===== src/rtl/fpmult_issue_arbiter_pkg.sv =====
// Shared FPMult widths/latency and arbiter helpers; the top adds perf counters under FPMULT_ARB_PERF_EN.
// Macros are guarded so this header can sit alongside other FPMult sources.
`ifndef FPMULT_DEFS_DONE
`define FPMULT_DEFS_DONE
`define DWIDTH 32
`define EXPONENT 8
`define MANTISSA 23
`define FPM_FLAGW 5
`define FPM_LAT 4
`endif

package fpmult_issue_arbiter_pkg;
  localparam int FPM_DW    = `DWIDTH;
  localparam int FPM_FLAGW = `FPM_FLAGW;
  localparam int FPM_LAT   = `FPM_LAT;
  localparam int PERF_CW   = 16;

  function automatic logic [PERF_CW-1:0] sat_inc(input logic [PERF_CW-1:0] v);
    return (&v) ? v : v + PERF_CW'(1);
  endfunction
endpackage


===== src/rtl/fpmult_rr_pick.sv =====
// Round-robin picker: rotate req by ptr, keep lowest set bit, rotate back. Combinational, 0 cycles.
// No backpressure of its own; win is one-hot or zero and depends only on req and ptr.
module fpmult_rr_pick #(
  parameter int NREQ = 4,
  parameter int IDW  = 2
) (
  input  logic [NREQ-1:0] req,
  input  logic [IDW-1:0]  ptr,
  output logic [NREQ-1:0] win
);

  logic [NREQ-1:0] req_rot;
  logic [NREQ-1:0] win_rot;

  // Constant-index muxing per pointer value keeps every select in range for any NREQ.
  always_comb begin
    req_rot = '0;
    win     = '0;
    for (int p = 0; p < NREQ; p++) begin
      if (ptr == IDW'(p)) begin
        for (int j = 0; j < NREQ; j++) begin
          req_rot[j] = req[(p + j) % NREQ];
        end
      end
    end
    win_rot = req_rot & (-req_rot);
    for (int p = 0; p < NREQ; p++) begin
      if (ptr == IDW'(p)) begin
        for (int j = 0; j < NREQ; j++) begin
          win[(p + j) % NREQ] = win_rot[j];
        end
      end
    end
  end

endmodule


===== src/rtl/fpmult_issue_arbiter.sv =====
// Shares one LAT-cycle FPMult among NREQ requesters; handshake to rsp_valid is LAT+2 cycles, 1 op/cycle.
// issue_en=0 withholds grants only; results are never stalled. FPMULT_ARB_PERF_EN adds grant/conflict counters.
module fpmult_issue_arbiter
  import fpmult_issue_arbiter_pkg::*;
#(
  parameter int NREQ = 4,
  parameter int IDW  = 2,
  parameter int LAT  = FPM_LAT,
  parameter int DW   = FPM_DW
) (
  input  logic                 clk,
  input  logic                 rst,
  input  logic                 issue_en,
  input  logic [NREQ-1:0]      req_valid,
  output logic [NREQ-1:0]      req_ready,
  input  logic [NREQ*DW-1:0]   req_a,
  input  logic [NREQ*DW-1:0]   req_b,
  output logic [DW-1:0]        mul_a,
  output logic [DW-1:0]        mul_b,
  input  logic [DW-1:0]        mul_z,
  input  logic [FPM_FLAGW-1:0] mul_flags,
  output logic [NREQ-1:0]      rsp_valid,
  output logic [IDW-1:0]       rsp_id,
  output logic [DW-1:0]        rsp_z,
  output logic [FPM_FLAGW-1:0] rsp_flags,
  output logic                 busy
`ifdef FPMULT_ARB_PERF_EN
  ,
  output logic [NREQ*16-1:0]   grant_cnt,
  output logic [15:0]          conflict_cnt
`endif
);

  logic [NREQ-1:0]          win;
  logic                     xfer;
  logic [IDW-1:0]           gnt_idx;

  logic [IDW-1:0]           ptr_q, ptr_d;
  logic [DW-1:0]            mul_a_q, mul_a_d;
  logic [DW-1:0]            mul_b_q, mul_b_d;
  logic [LAT:0]             tag_vld_q, tag_vld_d;
  logic [LAT:0][IDW-1:0]    tag_id_q, tag_id_d;
  logic [NREQ-1:0]          rsp_valid_q, rsp_valid_d;
  logic [IDW-1:0]           rsp_id_q, rsp_id_d;
  logic [DW-1:0]            rsp_z_q, rsp_z_d;
  logic [FPM_FLAGW-1:0]     rsp_flags_q, rsp_flags_d;

  fpmult_rr_pick #(
    .NREQ (NREQ),
    .IDW  (IDW)
  ) u_pick (
    .req (req_valid),
    .ptr (ptr_q),
    .win (win)
  );

  assign req_ready = issue_en ? win : '0;

  always_comb begin
    gnt_idx = '0;
    for (int i = 0; i < NREQ; i++) begin
      if (win[i]) gnt_idx = IDW'(i);
    end
    xfer    = |(req_valid & req_ready);

    ptr_d   = ptr_q;
    mul_a_d = mul_a_q;
    mul_b_d = mul_b_q;
    if (xfer) begin
      ptr_d   = (gnt_idx == IDW'(NREQ - 1)) ? '0 : gnt_idx + IDW'(1);
      mul_a_d = req_a[gnt_idx*DW +: DW];
      mul_b_d = req_b[gnt_idx*DW +: DW];
    end

    // Stage k holds the op whose operands reached FPMult k cycles ago; stage LAT lines up with mul_z.
    tag_vld_d = {tag_vld_q[LAT-1:0], xfer};
    tag_id_d  = {tag_id_q[LAT-1:0], gnt_idx};

    rsp_valid_d = '0;
    rsp_id_d    = rsp_id_q;
    rsp_z_d     = rsp_z_q;
    rsp_flags_d = rsp_flags_q;
    if (tag_vld_q[LAT]) begin
      rsp_valid_d[tag_id_q[LAT]] = 1'b1;
      rsp_id_d    = tag_id_q[LAT];
      rsp_z_d     = mul_z;
      rsp_flags_d = mul_flags;
    end
  end

  always_ff @(posedge clk or negedge rst) begin
    if (!rst) begin
      ptr_q       <= '0;
      mul_a_q     <= '0;
      mul_b_q     <= '0;
      tag_vld_q   <= '0;
      tag_id_q    <= '0;
      rsp_valid_q <= '0;
      rsp_id_q    <= '0;
      rsp_z_q     <= '0;
      rsp_flags_q <= '0;
    end else begin
      ptr_q       <= ptr_d;
      mul_a_q     <= mul_a_d;
      mul_b_q     <= mul_b_d;
      tag_vld_q   <= tag_vld_d;
      tag_id_q    <= tag_id_d;
      rsp_valid_q <= rsp_valid_d;
      rsp_id_q    <= rsp_id_d;
      rsp_z_q     <= rsp_z_d;
      rsp_flags_q <= rsp_flags_d;
    end
  end

  assign mul_a     = mul_a_q;
  assign mul_b     = mul_b_q;
  assign rsp_valid = rsp_valid_q;
  assign rsp_id    = rsp_id_q;
  assign rsp_z     = rsp_z_q;
  assign rsp_flags = rsp_flags_q;
  assign busy      = (|tag_vld_q) | (|rsp_valid_q);

`ifdef FPMULT_ARB_PERF_EN
  logic [NREQ-1:0][15:0] grant_cnt_q, grant_cnt_d;
  logic [15:0]           conflict_cnt_q, conflict_cnt_d;

  always_comb begin
    grant_cnt_d = grant_cnt_q;
    for (int i = 0; i < NREQ; i++) begin
      if (req_valid[i] && req_ready[i]) grant_cnt_d[i] = sat_inc(grant_cnt_q[i]);
    end
    conflict_cnt_d = conflict_cnt_q;
    if (issue_en && ($countones(req_valid) >= 2)) conflict_cnt_d = conflict_cnt_q + 16'd1;
  end

  always_ff @(posedge clk or negedge rst) begin
    if (!rst) begin
      grant_cnt_q    <= '0;
      conflict_cnt_q <= '0;
    end else begin
      grant_cnt_q    <= grant_cnt_d;
      conflict_cnt_q <= conflict_cnt_d;
    end
  end

  assign grant_cnt    = grant_cnt_q;
  assign conflict_cnt = conflict_cnt_q;
`endif

endmodule


===== config.mk =====
export PLATFORM = sky130hd
export DESIGN_NAME = fpmult_issue_arbiter
export DESIGN_NICKNAME = d
export VERILOG_FILES = /design/src/rtl/fpmult_issue_arbiter_pkg.sv /design/src/rtl/fpmult_rr_pick.sv /design/src/rtl/fpmult_issue_arbiter.sv
export SDC_FILE = /design/constraint.sdc
export NUM_CORES = 1
export LEC_CHECK = 0
export ABC_AREA = 1
export ABC_CLOCK_PERIOD_IN_PS = 4300
export BUFFER_PORTS_ARGS = -buffer_cell sky130_fd_sc_hd__buf_2
export CAP_MARGIN = 20
export CORE_AREA = 5 5 158 160
export DETAILED_ROUTE_END_ITERATION = 16
export DIE_AREA = 0 0 163 165
export GPL_ROUTABILITY_DRIVEN = 0
export GPL_TIMING_DRIVEN = 0
export HOLD_SLACK_MARGIN = 0.05
export PLACE_DENSITY = 0.75
export SLEW_MARGIN = 20
export SYNTH_ARGS = -nofsm -noshare
export SYNTH_HDL_FRONTEND = slang
export SYNTH_SLANG_ARGS = --single-unit

===== constraint.sdc =====
create_clock -name clk -period 4.3 [get_ports clk]
set_input_delay 0.86 -clock clk [delete_from_list [all_inputs] [get_ports clk]]
set_output_delay 0.86 -clock clk [all_outputs]
set_load 0.02 [all_outputs]

==> impl_metrics.csv, run 1 <==
group,metric,value,unit
status,outcome,"finished, final reports clean",
power_and_ir_drop,combPwrFrac,70.1,%
sta,finalSetupViolCount,0,
placed_design,dp.cells,1990,
finish,layout.cells.non_filler,2023,
drt,wirelength,33700,um
floorplan,num_rows,56,
logic_synthesis,synthCells,1259,
placed_design,dpl_cell_area,10700,um2
finish,layout.nets,1990,
clock_network,cts.clk_slew.worst_paths,70,ps
drt,ant_nets,0,
logic_synthesis,synth_enable_flop_cells,0,
drt,drcViolationCount,0,
power_and_ir_drop,irDropWorstVdd,438,uV
job,drv_cap,0,
placed_design,portBuffers,411,
logic_synthesis,synth.avg_cell_area,6.54,um2
logic_synthesis,synth_ff_type,"dfrtp_1",
sta,skew,9.50,ps
sta,fin_crit_sh,84.7,%
power_and_ir_drop,sw_frac_of_total,55.8,%
grt,gr-total-overflow,0,
logic_synthesis,synth_fp_nets,1559,
worst_setup_path,criticalPathCategory,"flip-flop to output pin",
floorplan,die_y,165,um
worst_setup_path,start_kind,"flip-flop",
finish,fillers,2435,
drt,viasPerCell,4.89,
logic_synthesis,syn-cell-area,8230,um2
drt,dr.first_iter.drc_count,790,
logic_synthesis,ys_seq_area_share,37.7,%
worst_setup_path,r2r_cells,16,
clock_network,cts_tree,"done",
drt,wl_per_cell,16.6,um
sta,slew-limit-headroom,49.4,%
clock_network,clock_path_buffers,2,
power_and_ir_drop,p_sw,0.00679,W
sta,max_freq,0.275,GHz
worst_setup_path,arrival,2780,ps
worst_setup_path,critical_path.max_fanout,10,
sta,hold_ws,345,ps
sta,slew_viol_final,0,
worst_setup_path,endpoint_kind,"output pin",
clock_network,ctsHoldBuffers,0,
power_and_ir_drop,leakage,6.80,nW
power_and_ir_drop,power_density,1080,nW/um2
clock_network,clkSinkCount,124,
finish,multiInputGateArea,4050,um2
sta,tns,0,ps
floorplan,start_util,35.4,%
drt,drt_first_pass_iters,7,
floorplan,die_w,163,um
logic_synthesis,synth-seq-cells,124,
sta,hold_viol_final,0,
sta,rsz0062_at_grt,"no",
grt,grt_pass1_vias,9725,
clock_network,postCtsSetupRepairBufs,0,
clock_network,clk_latency,410,ps
sta,min_period,3640,ps
clock_network,htree_num_levels,4,
finish,regArea,3100,um2
floorplan,coreArea,23300,um2
worst_setup_path,crit_required,3440,ps
finish,area_delta_synth_final,37.5,%
finish,layout-drive-gt1-share,31.0,%
placed_design,dp_hpwl,26600,um
grt,grt.total_usage,24.1,%
hold_path,min_path_cells,0,
grt,grt_pass1_wl,50500,um
sta,tightest_slew,759,ps
floorplan,die_area,26900,um2
clock_network,cts-root-buf,"clkbuf_16",
power_and_ir_drop,intPower,0.00539,W
power_and_ir_drop,seq_power_share,17.8,%
power_and_ir_drop,clkPwrFrac,12.1,%
floorplan,pin_count,412,
drt,vias,9896,
logic_synthesis,synth_async_sr_flop_share,100,%
clock_network,cts_inserted_buffers,17,
hold_path,hold_path.class,"flip-flop to flip-flop",
grt,antenna_found_initial,2,
logic_synthesis,ys_types,29,
logic_synthesis,yosys_warnings,0,
grt,grt_max_degree,81,
clock_network,ctsResizeCount,0,
finish,final_area,11300,um2
## power by group through the flow
stage	logic (W)	registers, W	clock network, W
finish	0.00854	0.00217	0.00147
global route	0.00953	0.00222	0.00155
detailed placement	0.00849	0.00217	0
global placement	0.00837	0.00215	0
floorplan	0.00523	0.00275	0
CTS	0.00853	0.00216	0.00149
## synth_stat cells, types with 2 or more instances
master,count,area (um2)
nand2_1,463,1740
inv_1,141,529
nor2_1,139,522
nand3_1,137,686
dfrtp_1,124,3100
nand4_1,65,407
nand3b_1,64,480
buf_2,41,205
clkbuf_1,26,97.6
buf_6,13,146
buf_4,8,60.1
nand2_2,6,37.5
buf_1,5,18.8
inv_2,4,15.0
nor2_4,3,33.8
o21ai_0,3,15.0
o21ai_2,3,26.3
nand3_2,2,20.0
nor4_1,2,12.5
## state kept, by name (all words and copies together) (netlist names)
name / count
tag_vld_q: 5
rsp_id: 2
mul_b: 32
rsp_z: 32
tag_id_d: 8
ptr_q: 2
rsp_flags: 5
mul_a: 32
rsp_valid: 4
tag_id_q: 2
## stage by stage
stage	power, W	util, %	setup WS (ps)
floorplan	0.00798	-	1110
detailed placement	0.0107	46.1	794
CTS	0.0122	48.7	669
finish	0.0122	48.7	658
global placement	0.0105	45.9	742
global route	0.0133	48.7	504
## worst paths after layout
kind,slack [ps],from,end
max in group asynchronous,3180,rst,mul_b[9]
hold / removal,350,tag_id_d[9],tag_id_q[9]
min in group asynchronous,360,rst,rsp_z[1]
setup / recovery,660,ptr_q[1],req_ready[1]
setup reg to reg,1610,ptr_q[1],mul_a[21]
hold reg to reg,350,tag_id_d[9],tag_id_q[9]
## worst max-delay path: stages (launching register included)
cell and delay [ps]:
dfrtp_1 550, inv_2 120, nor2_4 140, nand2_1 70
nand3_1 70, nand2_1 90, nand3b_4 190, or2_1 230
o21ai_2 100, inv_2 80, buf_6 170, buf_2 200
nor2_1 160, buf_2 190
## cells in the final DEF (no fill, tap or decap), types with 2 or more instances in the layout
| cell type | count |
|---|---|
| buf_2 | 451 |
| nand3b_1 | 64 |
| nor2_4 | 3 |
| buf_6 | 14 |
| clkinvlp_4 | 2 |
| buf_1 | 5 |
| o21ai_2 | 3 |
| nand2_2 | 6 |
| clkbuf_1 | 26 |
| nand3_2 | 2 |
| clkbuf_16 | 17 |
| o21ai_0 | 3 |
| nor4_1 | 2 |
| inv_2 | 4 |
| dfrtp_1 | 124 |
| buf_4 | 8 |
| inv_8 | 5 |
| nand4_1 | 65 |
| nand2_1 | 463 |
| inv_6 | 5 |
| inv_1 | 141 |
| nor2_1 | 139 |
| nand3_1 | 137 |
## cells by family (layout without fill, tap and decap cells)
family / count (synthesis) / after routing / synth area share (%)
buffers and inverters: 239 / 683 / 13.1
AND/OR/NAND/NOR: 887 / 887 / 48.5
flip-flops: 124 / 124 / 37.7
other: 0 / 1 / 0
AO/OA/AOI/OAI: 9 / 9 / 0.714
## area by class of cell
class | instances | area share, %
Multi-Input combinational cell | 896 | 35.8
Sequential cell | 124 | 27.4
Timing Repair Buffer | 412 | 18.5
Tap cell | 319 | 3.53
Antenna cell | 1 | 0.0221
Clock inverter | 15 | 1.50
Buffer | 93 | 4.66
Inverter | 146 | 4.84
Clock buffer | 17 | 3.76
## per-layer routing
layer  up-vias  GRT usage [%]  routed length (um)
met5         -              0                   0
met4         0           8.04                 865
met3        56           4.89                2720
met2       474           43.2               16600
met1      4576           28.9               13400
li1       4790              -                   -
No activity file was read; power rests on OpenSTA's default activity.
==> inputs of run 2 (changes only) <==
--- a/config.mk
+++ b/config.mk
@@ -6,16 +6,16 @@
 export NUM_CORES = 1
 export LEC_CHECK = 0
 export ABC_AREA = 1
-export ABC_CLOCK_PERIOD_IN_PS = 4300
+export ABC_CLOCK_PERIOD_IN_PS = 3700
 export BUFFER_PORTS_ARGS = -buffer_cell sky130_fd_sc_hd__buf_2
 export CAP_MARGIN = 20
-export CORE_AREA = 5 5 158 160
+export CORE_AREA = 5 5 155 157
 export DETAILED_ROUTE_END_ITERATION = 16
-export DIE_AREA = 0 0 163 165
+export DIE_AREA = 0 0 160 162
 export GPL_ROUTABILITY_DRIVEN = 0
 export GPL_TIMING_DRIVEN = 0
 export HOLD_SLACK_MARGIN = 0.05
-export PLACE_DENSITY = 0.75
+export PLACE_DENSITY = 0.77
 export SLEW_MARGIN = 20
 export SYNTH_ARGS = -nofsm -noshare
 export SYNTH_HDL_FRONTEND = slang
==> constraint.sdc (replaced) <==
create_clock -name clk -period 3.7 [get_ports clk]
set_input_delay 0.74 -clock clk [delete_from_list [all_inputs] [get_ports clk]]
set_output_delay 0.74 -clock clk [all_outputs]
set_load 0.02 [all_outputs]
==> impl_metrics.csv, run 2 (synthesis gave the netlist of run 1 again) <==
group,metric,value,unit
sta,hold_ws,256,ps
status,outcome,"finished, final reports clean",
clock_network,htree_num_levels,4,
worst_setup_path,cp_cell_sequence,"nor2_4, nand2_1, nand3_1, nand2_1, nand2_2, nand2_2, nand2_1, nand2_1, o21ai_2, inv_2, buf_6, buf_2, nor2_1, buf_2",
placed_design,portBuffers,411,
sta,skew,8.23,ps
sta,rsz0062_at_grt,"no",
clock_network,clkSinkCount,124,
sta,slew_viol_final,0,
grt,grt_pass1_wl,53600,um
finish,layout_common_cells,"463 x nand2_1, 451 x buf_2, 141 x inv_1",
sta,min_period,3490,ps
worst_setup_path,slowest_stage,"dfrtp_1",
finish,area_delta_synth_final,37.3,%
power_and_ir_drop,irDropWorstVdd,770,uV
finish,utilization,50.5,%
clock_network,postCtsSetupRepairBufs,0,
grt,grt_max_degree,82,
drt,dr.first_iter.drc_count,819,
drt,wirelength,34600,um
worst_setup_path,max_stage_delay,500,ps
sta,tightest_slew,885,ps
worst_setup_path,path_delay_family,"simple AND/OR/NAND/NOR gates",
floorplan,die_y,162,um
power_and_ir_drop,fin_total_pwr,0.0143,W
power_and_ir_drop,sw_frac_of_total,55.8,%
floorplan,die_area,25900,um2
drt,vias,9903,
clock_network,clk_latency,410,ps
worst_setup_path,crit_buf_inv,4,
power_and_ir_drop,leakage,6.82,nW
sta,finalSetupViolCount,0,
power_and_ir_drop,combPwrFrac,70.4,%
clock_network,ctsHoldBuffers,0,
finish,layout.nets,1990,
placed_design,dp_hpwl,27200,um
sta,tns,0,ps
clock_network,cts_tree,"done",
drt,wl_per_cell,17.4,um
power_and_ir_drop,seq_power_share,17.4,%
drt,ant_nets,0,
clock_network,cts-root-buf,"clkbuf_16",
worst_setup_path,critical_path.max_fanout,10,
sta,max_freq,0.287,GHz
sta,slew-limit-headroom,41.0,%
clock_network,cts.clk_slew.worst_paths,60,ps
clock_network,ctsResizeCount,0,
grt,gr-total-overflow,0,
grt,grt.total_usage,26.1,%
sta,fin_crit_sh,94.2,%
power_and_ir_drop,intPower,0.00633,W
floorplan,die_w,160,um
worst_setup_path,crit_required,2960,ps
hold_path,hold_path.class,"input port to asynchronous set/reset pin",
power_and_ir_drop,clkPwrFrac,12.2,%
clock_network,clock_path_buffers,2,
worst_setup_path,startpoint,"ptr_q[1]",
worst_setup_path,criticalPathCategory,"flip-flop to output pin",
worst_setup_path,arrival,2750,ps
drt,drt_first_pass_iters,6,
floorplan,coreArea,22400,um2
job,drv_cap,0,
floorplan,pin_count,412,
floorplan,num_rows,55,
finish,layout-drive-gt1-share,31.0,%
clock_network,cts_inserted_buffers,17,
floorplan,start_util,36.8,%
finish,fillers,2291,
drt,drcViolationCount,0,
grt,grt_pass1_vias,9750,
worst_setup_path,cpMostUsedCell,"nand2_1",
worst_setup_path,endpoint_kind,"output pin",
sta,hold_viol_final,0,
grt,antenna_found_initial,2,
power_and_ir_drop,power_density,1270,nW/um2
finish,layout_commonest_cell,"nand2_1",
power_and_ir_drop,p_sw,0.00800,W
worst_setup_path,start_kind,"flip-flop",
drt,viasPerCell,4.98,
worst_setup_path,rr_startpoint,"ptr_q[0]",
[run 2: cell types whose count changed in the layout (fill, tap and decap cells not counted), sizes merged]
| cell | delta |
|---|---|
| bufinv | +1 |
| clkinv | +1 |
| inv | -1 |
| clkinvlp | -1 |
[run 2: worst paths after layout]
check | end | slack [ps] | cells past startpoint
setup / recovery | req_ready[1] | 210 | 14
hold / removal | mul_a[23] | 260 | 1
max in group asynchronous | tag_id_d[8] | 2680 | 2
min in group clk | tag_id_q[8] | 340 | 0
hold reg to reg | tag_id_q[8] | 340 | 0
setup reg to reg | mul_b[11] | 640 | 11
[run 2: power groups by stage]
stage | logic (W) | clock network (W) | registers [W]
floorplan | 0.00607 | 0 | 0.00320
global placement | 0.00991 | 0 | 0.00248
detailed placement | 0.0101 | 0 | 0.00251
CTS | 0.0101 | 0.00179 | 0.00249
finish | 0.0101 | 0.00175 | 0.00250
global route | 0.0113 | 0.00185 | 0.00257
[run 2: through the flow]
| stage | std cells | setup WS, ps | cell area [um2] |
|---|---|---|---|
| 6_report | 1989 | 215 | 11300 |
| 5_1_grt | 1989 | 39.2 | 11300 |
| 4_1_cts | 1988 | 216 | 11300 |
| 3_5_place_dp | 1956 | 437 | 10700 |
| 3_3_place_gp | 1955 | 244 | 10600 |
| 2_1_floorplan | 1259 | 752 | 8230 |
[run 2: worst register-to-register path: cells and delay by family, from the launching register on]
kind | cells | cell delay (ps)
and+or+nand+nor | 7 | 880
DFF | 1 | 410
buffers and inverters | 4 | 1670
[run 2: cell type report]
cell class	instances	area, um2	area share, %
tap	285	357	3.15
buffer	93	528	4.67
clock inverter	15	195	1.73
multi-input combinational	896	4050	35.9
antenna	1	2.50	0.0221
timing repair buffer	412	2090	18.5
sequential	124	3100	27.5
inverter	146	548	4.85
clock buffer	17	425	3.76
[run 2: layer usage]
layer  wire (um)  global-route usage (%)  vias up
met5           7                       0        -
met4        1110                    9.86        2
met3        2860                    6.12       68
met2       16100                    42.4      515
met1       14600                    33.9     4524
li1            -                       -     4794
==> inputs of run 3 (changes only) <==
--- a/config.mk
+++ b/config.mk
@@ -6,16 +6,17 @@
 export NUM_CORES = 1
 export LEC_CHECK = 0
 export ABC_AREA = 1
-export ABC_CLOCK_PERIOD_IN_PS = 3700
+export ABC_CLOCK_PERIOD_IN_PS = 4500
 export BUFFER_PORTS_ARGS = -buffer_cell sky130_fd_sc_hd__buf_2
 export CAP_MARGIN = 20
-export CORE_AREA = 5 5 155 157
+export CORE_AREA = 3 3 161 163
 export DETAILED_ROUTE_END_ITERATION = 16
-export DIE_AREA = 0 0 160 162
+export DIE_AREA = 0 0 164 166
 export GPL_ROUTABILITY_DRIVEN = 0
 export GPL_TIMING_DRIVEN = 0
 export HOLD_SLACK_MARGIN = 0.05
-export PLACE_DENSITY = 0.77
+export PLACE_DENSITY = 0.71
+export SETUP_SLACK_MARGIN = 0.5
 export SLEW_MARGIN = 20
 export SYNTH_ARGS = -nofsm -noshare
 export SYNTH_HDL_FRONTEND = slang
==> constraint.sdc (replaced) <==
create_clock -name clk -period 4.5 [get_ports clk]
set_input_delay 0.9 -clock clk [delete_from_list [all_inputs] [get_ports clk]]
set_output_delay 0.9 -clock clk [all_outputs]
set_load 0.02 [all_outputs]
==> impl_metrics.csv, run 3 (synthesis gave the netlist of run 1 again) <==
group,metric,value,unit
status,outcome,"finished, final reports clean",
finish,regArea,3100,um2
worst_setup_path,criticalPathCategory,"flip-flop to output pin",
worst_setup_path,r2r_cells,16,
floorplan,pin_count,412,
floorplan,start_util,33.7,%
worst_setup_path,endpoint_kind,"output pin",
finish,layout.nets,1990,
job,drv_cap,0,
worst_setup_path,max_stage_delay,530,ps
drt,vias,9722,
sta,rsz0062_at_grt,"no",
worst_setup_path,arrival,2720,ps
sta,max_freq,0.276,GHz
clock_network,clkSinkCount,124,
finish,layout_common_cells,"463 x nand2_1, 451 x buf_2, 141 x inv_1",
worst_setup_path,rr_startpoint,"ptr_q[1]",
worst_setup_path,critical_path.max_fanout,10,
power_and_ir_drop,irDropWorstVdd,414,uV
worst_setup_path,startpoint,"ptr_q[1]",
finish,layout_commonest_cell,"nand2_1",
grt,antenna_found_initial,3,
drt,ant_nets,0,
placed_design,portBuffers,411,
sta,tns,0,ps
drt,viasPerCell,4.79,
grt,grt.total_usage,23.8,%
sta,min_period,3620,ps
clock_network,postCtsSetupRepairBufs,0,
power_and_ir_drop,power_density,1030,nW/um2
worst_setup_path,reg2reg_to,"mul_a[23]",
grt,grt_pass1_wl,50600,um
placed_design,dp_hpwl,26600,um
clock_network,ctsResizeCount,0,
sta,slew-limit-headroom,46.4,%
sta,fin_crit_sh,80.5,%
sta,finalSetupViolCount,0,
clock_network,cts_tree,"done",
floorplan,die_area,27200,um2
worst_setup_path,r2r_slack,1870,ps
clock_network,clk_latency,420,ps
worst_setup_path,start_kind,"flip-flop",
sta,slew_viol_final,0,
clock_network,cts_inserted_buffers,17,
clock_network,ctsHoldBuffers,0,
sta,skew,10.5,ps
drt,wl_per_cell,16.6,um
hold_path,hold_path.class,"flip-flop to flip-flop",
worst_setup_path,crit_buf_inv,5,
floorplan,num_rows,57,
worst_setup_path,worst-path-stages,13,
floorplan,die_w,164,um
grt,grt_pass1_vias,9494,
clock_network,clock_path_buffers,2,
power_and_ir_drop,leakage,6.80,nW
finish,layout-drive-gt1-share,31.0,%
grt,gr-total-overflow,0,
worst_setup_path,cp-endpoint,"req_ready[1]",
finish,area_delta_synth_final,37.7,%
finish,fillers,2550,
floorplan,die_y,166,um
drt,drt_first_pass_iters,5,
sta,hold_viol_final,0,
grt,grt_max_degree,82,
drt,dr.first_iter.drc_count,792,
worst_setup_path,path_delay_family,"simple AND/OR/NAND/NOR gates",
finish,utilization,46.3,%
worst_setup_path,cp_cell_sequence,"inv_2, nor2_4, nand2_1, nand3_1, nand2_1, nand3b_4, or2_1, o21ai_2, inv_2, buf_6, buf_2, nor2_1, buf_2",
worst_setup_path,slowest_stage,"dfrtp_1",
drt,drcViolationCount,0,
floorplan,coreArea,24500,um2
worst_setup_path,crit_required,3600,ps
clock_network,cts-root-buf,"clkbuf_16",
sta,hold_ws,347,ps
sta,tightest_slew,804,ps
finish,multiInputGateArea,4050,um2
clock_network,htree_num_levels,4,
drt,wirelength,33700,um
clock_network,cts.clk_slew.worst_paths,70,ps
## run 3: final cells by class
type / count / share of cell area, %
antenna: 2 / 0.0442
buffer: 93 / 4.66
clock buffer: 17 / 3.75
clock inverter: 15 / 1.52
inverter: 146 / 4.83
multi-input combinational: 896 / 35.8
sequential: 124 / 27.4
tap: 324 / 3.58
timing repair buffer: 412 / 18.5
## run 3: worst min path at each step
stage                start     endpoint  depth (start not counted)
6_report       tag_id_d[2]  tag_id_d[4]                          0
5_1_grt        tag_id_d[8]  tag_id_q[8]                          0
4_1_cts        tag_id_d[2]  tag_id_d[4]                          0
3_5_place_dp   tag_id_d[2]  tag_id_d[4]                          0
3_3_place_gp   tag_id_d[4]  tag_id_d[6]                          0
2_1_floorplan  tag_id_d[2]  tag_id_d[4]                          0
## run 3: worst reg2reg max path: cells and delay by family, from the launching register on
family,cells,cell delay (ps)
AND/OR/NAND/NOR,13,1320
buffers and inverters,2,580
flip-flops,1,490
AO/OA/AOI/OAI,1,120
## run 3: power by group
group          total (W)  leakage, nW  switching [W]  internal, W
Sequential       0.00206         1.50       0.000314      0.00174
Combinational    0.00817         5.02        0.00556      0.00261
Clock            0.00141        0.287       0.000616     0.000793
Total             0.0116         6.80        0.00649      0.00515
## run 3: metrics by stage
stage	instance area, um2	setup slack [ps]	instances	power, W
after detailed placement	10700	908	1995	0.0102
after floorplan	8230	1230	1259	0.00762
after CTS	11300	864	2027	0.0117
after global placement	10700	876	1994	0.0101
final	11300	877	2029	0.0116
after global routing	11300	711	2028	0.0127
## run 3: per-layer routing
metal | share of wire (%) | wire length (um) | vias to the layer above | global-route usage, %
met5 | 0.10 | 34 | - | 0
met4 | 2.4 | 819 | 4 | 7.39
met3 | 8.0 | 2700 | 64 | 5.16
met2 | 50 | 16800 | 447 | 42.3
met1 | 40 | 13400 | 4420 | 28.4
li1 | - | - | 4787 | -
